[src/rtl/kmeans_host_if.sv]
// kmeans_host_if: streams one frame (centroids then points) into the k-means core and
// collects the converged centroids as one 64-bit result. Optional macro: KMEANS_TIMEOUT_EN.
module kmeans_host_if #(
  parameter int CLUSTER_SIZE   = 4,
  parameter int DATA_SIZE      = 4096,
  parameter int TIMEOUT_CYCLES = 2**24
) (
  input  logic        clk,
  input  logic        rst_n,
  input  logic        start,
  output logic        busy,
  input  logic        src_valid,
  output logic        src_ready,
  input  logic [15:0] src_data,
  output logic        km_in_valid,
  output logic [15:0] km_in_data,
  input  logic        km_out_valid,
  input  logic [15:0] km_out_data,
  output logic        res_valid,
  input  logic        res_ready,
  output logic [63:0] res_data,
  output logic        err_underrun,
  output logic        err_timeout
);

  localparam logic [12:0] FRAME_LAST = 13'(CLUSTER_SIZE + DATA_SIZE - 1);
  localparam logic [2:0]  CAP_LAST   = 3'(CLUSTER_SIZE - 1);

  typedef enum logic [2:0] {
    ST_IDLE,
    ST_SEND,
    ST_DRAIN,
    ST_WAIT_RESULT,
    ST_PRESENT,
    ST_ERROR
  } state_e;

  state_e      state_q, state_d;
  logic [12:0] word_cnt_q, word_cnt_d;
  logic [2:0]  cap_cnt_q, cap_cnt_d;
  logic        km_in_valid_q, km_in_valid_d;
  logic [15:0] km_in_data_q, km_in_data_d;
  logic        res_valid_q, res_valid_d;
  logic [63:0] res_data_q, res_data_d;
  logic        err_underrun_q, err_underrun_d;
  logic        cap_last_s;

`ifdef KMEANS_TIMEOUT_EN
  localparam logic [24:0] TIMEOUT_LAST = 25'(TIMEOUT_CYCLES - 1);
  logic [24:0] wait_cnt_q, wait_cnt_d;
  logic        err_timeout_q, err_timeout_d;
`else
  logic        unused_timeout_cfg_s;
  assign unused_timeout_cfg_s = ^TIMEOUT_CYCLES;
`endif

  // Slot 0 (c0) lands in the most significant halfword.
  function automatic logic [63:0] put_slot(input logic [63:0] cur, input logic [1:0] slot,
                                           input logic [15:0] word);
    logic [63:0] nxt;
    nxt = cur;
    case (slot)
      2'd0:    nxt[63:48] = word;
      2'd1:    nxt[47:32] = word;
      2'd2:    nxt[31:16] = word;
      2'd3:    nxt[15:0]  = word;
      default: nxt = cur;
    endcase
    return nxt;
  endfunction

  assign cap_last_s = km_out_valid && (cap_cnt_q == CAP_LAST);

  // Next-state and registered-output logic.
  always_comb begin
    state_d        = state_q;
    word_cnt_d     = word_cnt_q;
    cap_cnt_d      = cap_cnt_q;
    km_in_valid_d  = 1'b0;
    km_in_data_d   = 16'h0000;
    res_valid_d    = res_valid_q;
    res_data_d     = res_data_q;
    err_underrun_d = err_underrun_q;
`ifdef KMEANS_TIMEOUT_EN
    wait_cnt_d     = wait_cnt_q;
    err_timeout_d  = err_timeout_q;
`endif
    case (state_q)
      ST_IDLE, ST_ERROR: begin
        if (start) begin
          state_d        = ST_SEND;
          word_cnt_d     = 13'd0;
          cap_cnt_d      = 3'd0;
          err_underrun_d = 1'b0;
`ifdef KMEANS_TIMEOUT_EN
          err_timeout_d  = 1'b0;
`endif
        end else begin
          state_d = state_q;
        end
      end
      ST_SEND: begin
        if (src_valid) begin
          km_in_valid_d = 1'b1;
          km_in_data_d  = src_data;
          word_cnt_d    = word_cnt_q + 13'd1;
          if (word_cnt_q == FRAME_LAST) begin
            state_d = ST_DRAIN;
          end else begin
            state_d = ST_SEND;
          end
        end else if (word_cnt_q != 13'd0) begin
          // A gap once the burst has begun would corrupt the core's frame.
          err_underrun_d = 1'b1;
          state_d        = ST_ERROR;
        end else begin
          state_d = ST_SEND;
        end
      end
      ST_DRAIN: begin
        state_d = ST_WAIT_RESULT;
`ifdef KMEANS_TIMEOUT_EN
        wait_cnt_d = 25'd0;
`endif
      end
      ST_WAIT_RESULT: begin
        if (km_out_valid) begin
          res_data_d = put_slot(res_data_q, cap_cnt_q[1:0], km_out_data);
          cap_cnt_d  = cap_cnt_q + 3'd1;
        end else begin
          cap_cnt_d = cap_cnt_q;
        end
        if (cap_last_s) begin
          res_valid_d = 1'b1;
          state_d     = ST_PRESENT;
        end else begin
          state_d = ST_WAIT_RESULT;
        end
`ifdef KMEANS_TIMEOUT_EN
        if (cap_last_s) begin
          wait_cnt_d = wait_cnt_q;
        end else if (wait_cnt_q == TIMEOUT_LAST) begin
          err_timeout_d = 1'b1;
          state_d       = ST_ERROR;
        end else begin
          wait_cnt_d = wait_cnt_q + 25'd1;
        end
`endif
      end
      ST_PRESENT: begin
        if (res_ready) begin
          res_valid_d = 1'b0;
          state_d     = ST_IDLE;
        end else begin
          state_d = ST_PRESENT;
        end
      end
      default: begin
        state_d = ST_IDLE;
      end
    endcase
  end

  // State and output registers.
  always_ff @(posedge clk or negedge rst_n) begin
    if (!rst_n) begin
      state_q        <= ST_IDLE;
      word_cnt_q     <= 13'd0;
      cap_cnt_q      <= 3'd0;
      km_in_valid_q  <= 1'b0;
      km_in_data_q   <= 16'h0000;
      res_valid_q    <= 1'b0;
      res_data_q     <= 64'h0;
      err_underrun_q <= 1'b0;
    end else begin
      state_q        <= state_d;
      word_cnt_q     <= word_cnt_d;
      cap_cnt_q      <= cap_cnt_d;
      km_in_valid_q  <= km_in_valid_d;
      km_in_data_q   <= km_in_data_d;
      res_valid_q    <= res_valid_d;
      res_data_q     <= res_data_d;
      err_underrun_q <= err_underrun_d;
    end
  end

`ifdef KMEANS_TIMEOUT_EN
  // Result-wait watchdog registers.
  always_ff @(posedge clk or negedge rst_n) begin
    if (!rst_n) begin
      wait_cnt_q    <= 25'd0;
      err_timeout_q <= 1'b0;
    end else begin
      wait_cnt_q    <= wait_cnt_d;
      err_timeout_q <= err_timeout_d;
    end
  end

  assign err_timeout = err_timeout_q;
`else
  assign err_timeout = 1'b0;
`endif

  assign busy         = (state_q != ST_IDLE);
  assign src_ready    = (state_q == ST_SEND);
  assign km_in_valid  = km_in_valid_q;
  assign km_in_data   = km_in_data_q;
  assign res_valid    = res_valid_q;
  assign res_data     = res_data_q;
  assign err_underrun = err_underrun_q;

endmodule

[config.mk]
export PLATFORM = sky130hd
export DESIGN_NAME = kmeans_host_if
export DESIGN_NICKNAME = d
export VERILOG_FILES = /design/src/rtl/kmeans_host_if.sv
export SDC_FILE = /design/constraint.sdc
export NUM_CORES = 1
export LEC_CHECK = 0
export ABC_AREA = 0
export BUFFER_PORTS_ARGS = -buffer_cell sky130_fd_sc_hd__buf_2
export CAP_MARGIN = 20
export CORE_ASPECT_RATIO = 0.7
export CORE_MARGIN = 1.5
export CORE_UTILIZATION = 32
export CTS_CLUSTER_SIZE = 28
export DETAILED_ROUTE_END_ITERATION = 6
export SETUP_SLACK_MARGIN = 0.2
export SLEW_MARGIN = 15
export SYNTH_ARGS = -nofsm -noshare
export SYNTH_HDL_FRONTEND = slang
export SYNTH_SLANG_ARGS = --single-unit
[constraint.sdc]
create_clock -name clk -period 4.2 [get_ports clk]
set_clock_uncertainty 0.1 [all_clocks]
set_input_delay 0.42 -clock clk [delete_from_list [all_inputs] [get_ports clk]]
set_output_delay 0.42 -clock clk [all_outputs]
set_load 0.03 [all_outputs]
==> flow_metrics.tcl, run 1 <==
set metrics [dict create \
    status "finished clean" \
    start_kind "flip-flop" \
    postSynthCellCount 304 \
    insertion_delay_ns 0.33 \
    fin_crit_ns 2.11 \
    hpwlAfterDp_mm 6.29 \
    stdcell_count 594 \
    syn2layout_area_growth_pct 25.3 \
    top_layer "met4" \
    routed_wl_mm 8.83 \
    crit_path_max_fanout 25 \
    path_clk_slew_ns 0.07 \
    multi_input_area_um2 1460 \
    fin_crit_sh_pct 50.3 \
    critical_path_buf_inv_count 1 \
    hold_viol_final 0 \
    core_area_um2 12500 \
    cts_setup_buffers 0 \
    timing.hold.worst.class "input pin to asynchronous set/reset pin" \
    cts-buffers-inserted 9 \
    synth_top_cell_area_share_pct 61.9 \
    gp_congestion 0.795 \
    seq_area_frac_synth_pct 61.9 \
    drc 0 \
    max_slew_margin_pct 44.2 \
    viasPerCell 4.63 \
    worst_ir_drop_vdd_mv 0.301 \
    final.setup.tns_ns 0 \
    start_util_pct 33.0 \
    mappedNetlistArea_um2 4120 \
    cts_resized 0 \
    wl_met3_um 518 \
    first_pass_iters 4 \
    ctsHtreeMaxLevel 3 \
    m1WireLength_mm 4.49 \
    grt-ovfl-total 0 \
    timing.final.max_slew_violations 0 \
    die_w_um 139 \
    power_density_nw_per_um2 625 \
    fill_cells 1193 \
    syn_area_per_cell_um2 13.6 \
    grt_use_total_pct 13.6 \
    synth_top_family_by_area "multiplexers" \
    cp_top_family "simple AND/OR/NAND/NOR gates" \
    first_global_vias 2849 \
    synth_fa_ha_area_share_pct 2.13 \
    num_vias 2751 \
    cts.sinks 102 \
    synth_xor_area_share_pct 1.91 \
    n_antenna_cell 0 \
    num_io_pins 124 \
    antenna_left 0 \
    critPathMaxStageDelay_ns 0.50 \
    path_cells "nand4bb_1 > clkinv_4 > nand2_2 > or4_1 > a21oi_1" \
    rsz0062_at_grt "no" \
    max_cap_violations 0 \
    synth_compound_area_share_pct 2.46 \
    portBuffers 122 \
    synthMuxAreaShare_pct 17.5 \
    hold_buffers 0 \
    synth_cell_types 36 \
    yosys.area_share.simple_pct 11.3 \
    initialDrtViolationCount 95 \
    crit_required_ns 4.36 \
    tightest_slew_ns 0.837 \
    utilization_pct 41.3 \
    grt_pass1_wl_mm 14.7 \
    yosys.area.top_type "dfrtp_1" \
    fmax_mhz 473 \
    regArea_um2 2550 \
    die_area_um2 13600 \
    rows 34 \
    clock_path_buffers 2 \
    ys_seq_elements 102 \
    syn_nets 349 \
    antenna_found_initial 0 \
    layout-drive-gt1-share_pct 49.1 \
    yosysWarnings 0 \
    cts_root_buf "clkbuf_16" \
    power.leakage_nw 2.68 \
    met2WireLength_mm 3.74 \
    setup_viol 0 \
    dp.cells 578 \
    end_kind "flip-flop" \
    post_drt_wl_per_cell_um 14.9 \
    arrival_ns 2.27 \
    synth.area.top_cells "dfrtp_1 62%, mux2_2 17%, and2_1 2.6%" \
    grt_max_degree 67 \
    path_class "flip-flop to flip-flop" \
    crit_path_top_delay_cell "or4_1" \
    cts_tree "yes" \
    die_y_um 98.0 \
    nets 472 \
]
-- registers in the layout (all words and copies together), names as in the netlist --
signal / count
res_data: 64
state_q: 3
res_valid: 1
err_underrun: 1
cap_cnt_q: 3
word_cnt_q: 13
km_in_valid: 1
km_in_data: 16
-- synth_stat cells --
master and count:
nand3b_1 1, a21oi_1 6, or3_1 3, conb_1 1
and4_1 1, mux2_2 64, nor2_1 10, nand2_2 5
xor2_1 3, xnor2_1 6, buf_4 2, or2_2 1
nand4bb_1 1, nor4_1 3, and3_1 2, nand3_1 10
nor3_1 3, nand4_1 6, o31ai_1 3, nand2b_1 2
buf_6 2, o21ai_0 8, dfrtp_1 102, buf_1 1
clkinv_4 1, and2_1 17, a31o_2 1, nand2_1 11
clkbuf_1 2, buf_2 4, nor3b_1 1, nor2_4 1
or4_1 3, inv_1 9, ha_1 7, and3b_1 1
-- area by class of cell --
class                   instances  area share [%]
flip-flops and latches        102            49.4
multi-input cells             181            28.2
repair buffers                123            12.0
inverters                      10           0.823
clock buffers                  10            4.63
clock inverters                 6           0.993
well taps                     162            3.92
-- per-layer routing --
| layer | GRT usage [%] | up-vias |
|---|---|---|
| met5 | 0 | - |
| met4 | 3.85 | 0 |
| met3 | 4.46 | 6 |
| met2 | 19.9 | 81 |
| met1 | 19.3 | 1369 |
| li1 | - | 1295 |
-- placed cells by master (no fill, tap or decap), types with 8 or more instances in the layout --
cell,n
mux2_2,64
dfrtp_1,102
inv_1,9
o21ai_0,8
clkbuf_16,9
nand2_1,11
and2_1,17
nor2_1,10
buf_2,121
nand3_1,10
-- logic make-up after synthesis --
family / Yosys count
and+or+nand+nor: 82
muxes: 64
xor gates and xnor gates: 9
adders and majority gates: 7
AOI/OAI and AO/OA: 18
other: 1
buffers and inverters: 21
DFF: 102
-- through the flow --
step / area [um2] / hold WS (ns) / total power [mW] / worst slack [ns]
after floorplan: 4120 / 0.0244 / 2.12 / 2.34
after global placement: 4880 / 0.364 / 2.43 / 2.13
after detailed placement: 4880 / 0.370 / 2.46 / 2.11
after CTS: 5170 / 0.113 / 3.28 / 2.08
after global routing: 5170 / 0.151 / 3.41 / 1.91
final: 5170 / 0.0680 / 3.23 / 2.09
-- report_power, final --
group          switching [mW]  total [mW]  internal [mW]
logic                   0.719        1.07          0.355
clock network           0.370       0.797          0.428
registers               0.131        1.35           1.22
-- path summary, 6_finish.rpt --
check / start / endpoint / slack [ns] / cells after the start
worst max-delay path: state_q[2] / word_cnt_q[11] / 2.09 / 5
worst min-delay path: rst_n / res_valid / 0.07 / 1
worst max register to register: state_q[2] / word_cnt_q[11] / 2.09 / 5
worst min register to register: err_underrun / err_underrun / 0.38 / 2
max in group asynchronous: rst_n / res_data[40] / 2.91 / 2
min in group clk: src_data[6] / km_in_data[6] / 0.19 / 2
Power figures use the tool's default switching activity.
==> run 2, diff against run 1 <==
==> constraint.sdc (replaced) <==
create_clock -name clk -period 1.97 [get_ports clk]
set_clock_uncertainty 0.1 [all_clocks]
set_input_delay 0.197 -clock clk [delete_from_list [all_inputs] [get_ports clk]]
set_output_delay 0.197 -clock clk [all_outputs]
set_load 0.03 [all_outputs]
==> run 2 against run 1 <==
Effect of this change:
- clock-buffer cell count unchanged
- non-clock buffer count increased by 30
- largest power group unchanged
- critical path depth fell by 1
- first-iteration DRC count increased by 22%
- sequential share of layout area is 3.1 points lower
- sequential power is 110% higher
- core utilization rose by 2.7 points
- worst setup slack lost 1.9 ns
- register-to-register slack worse by 1.9 ns
- cell count up 5.1%
- via count up 4.4%
- sequential cell count unchanged
==> flow_metrics.tcl, run 2 (synthesized netlist as in run 1, its figures left out) <==
set metrics [dict create \
    fin_crit_sh_pct 89.6 \
    power_density_nw_per_um2 1280 \
    fill_cells 1205 \
    start_kind "flip-flop" \
    cts.sinks 102 \
    hpwlAfterDp_mm 6.63 \
    fmax_mhz 567 \
    cts_root_buf "clkbuf_16" \
    first_pass_iters 4 \
    grt_use_total_pct 14.4 \
    path_class "flip-flop to flip-flop" \
    grt-ovfl-total 0 \
    final.setup.tns_ns 0 \
    grt_pass1_wl_mm 15.6 \
    viasPerCell 4.60 \
    arrival_ns 1.89 \
    portBuffers 122 \
    timing.hold.worst.class "input pin to flip-flop" \
    die_w_um 139 \
    rows 34 \
    fin_crit_ns 1.76 \
    hold_viol_final 0 \
    nets 502 \
    die_area_um2 13600 \
    num_vias 2871 \
    die_y_um 98.0 \
    antenna_left 0 \
    worst_ir_drop_vdd_mv 0.621 \
    setup_viol 0 \
    crit_required_ns 2.09 \
    max_cap_violations 0 \
    largest_reg_flops 64 \
    routed_wl_mm 9.38 \
    end_kind "flip-flop" \
    max_slew_margin_pct 59.2 \
    dp.cells 590 \
    tightest_slew_ns 0.612 \
    power.leakage_nw 2.83 \
    multi_input_area_um2 1500 \
    status "finished clean" \
    n_antenna_cell 0 \
    cts_tree "yes" \
    hold-worst-slack_ns 0.0311 \
    final_common_cell "buf_2" \
    m1WireLength_mm 4.49 \
    met2WireLength_mm 4.43 \
    rsz0062_at_grt "yes" \
    top_layer "met4" \
    layout-drive-gt1-share_pct 49.8 \
    gp_congestion 0.793 \
    core_area_um2 12500 \
    path_clk_slew_ns 0.07 \
    grt_max_degree 44 \
    first_global_vias 3033 \
    crit_path_max_fanout 16 \
    ctsHtreeMaxLevel 3 \
    syn2layout_area_growth_pct 33.6 \
    clock_path_buffers 2 \
    insertion_delay_ns 0.33 \
    regArea_um2 2550 \
    start_util_pct 33.0 \
    initialDrtViolationCount 116 \
    timing.final.max_slew_violations 0 \
    antenna_found_initial 0 \
    stdcell_count 624 \
    num_io_pins 124 \
    drc 0 \
    layout_common_cells "121 x buf_2, 102 x dfrtp_1, 64 x mux2_2" \
    cts-buffers-inserted 9 \
    wl_met3_um 343 \
    post_drt_wl_per_cell_um 15.0 \
]
run 2: where the power goes:
part | leakage, nW | switching (mW) | internal [mW]
clock network | 0.137 | 0.791 | 0.909
logic | 1.35 | 1.61 | 0.867
registers | 1.34 | 0.268 | 2.61
total | 2.83 | 2.67 | 4.39
run 2: layout make-up:
| class | instances | area share [%] |
|---|---|---|
| flip-flops and latches | 102 | 46.4 |
| multi-input cells | 181 | 27.3 |
| repair buffers | 153 | 16.6 |
| clock buffers | 10 | 4.34 |
| well taps | 162 | 3.68 |
| clock inverters | 6 | 0.954 |
| inverters | 10 | 0.773 |
run 2: critical path, cell delays in order (launching register included):
cell and delay (ns):
dfrtp_1 0.43, nand2b_1 0.22, nor2_4 0.21, nand2_2 0.31
mux2_2 0.38
run 2: final timing paths:
check / cells past startpoint / end / start / slack, ns
setup / recovery: 4 / res_data[22] / state_q[2] / 0.21
hold / removal: 2 / res_data[62] / km_out_data[14] / 0.03
setup reg to reg: 4 / res_data[22] / state_q[2] / 0.21
hold reg to reg: 2 / err_underrun / err_underrun / 0.39
max in group asynchronous: 3 / res_data[7] / rst_n / 0.88
min in group asynchronous: 2 / word_cnt_q[5] / rst_n / 0.32
run 2: metal layers:
layer	global-route usage [%]	vias to the layer above
li1	-	1361
met1	19.5	1442
met2	23.4	60
met3	3.14	8
met4	4.09	0
met5	0	-
run 2: repair_timing:
action / 4_1_cts / 5_1_grt
gates resized for setup: 2 / 4
setup endpoints to repair: 27 / 60
buffers inserted: 0 / 1
hold buffers: 17 / 0
gates cloned: 0 / 0
hold endpoints to repair: 57 / 0
run 2: per-stage QoR:
step	power, mW	cell area, um2	worst slack (ns)	utilization, %
2_1_floorplan	4.52	4130	0.259	-
3_3_place_gp	5.30	5000	0.172	39.9
3_5_place_dp	5.35	5000	0.108	39.9
4_1_cts	7.12	5470	0.162	43.7
5_1_grt	7.43	5510	0.0839	44.0
6_report	7.05	5510	0.205	44.0
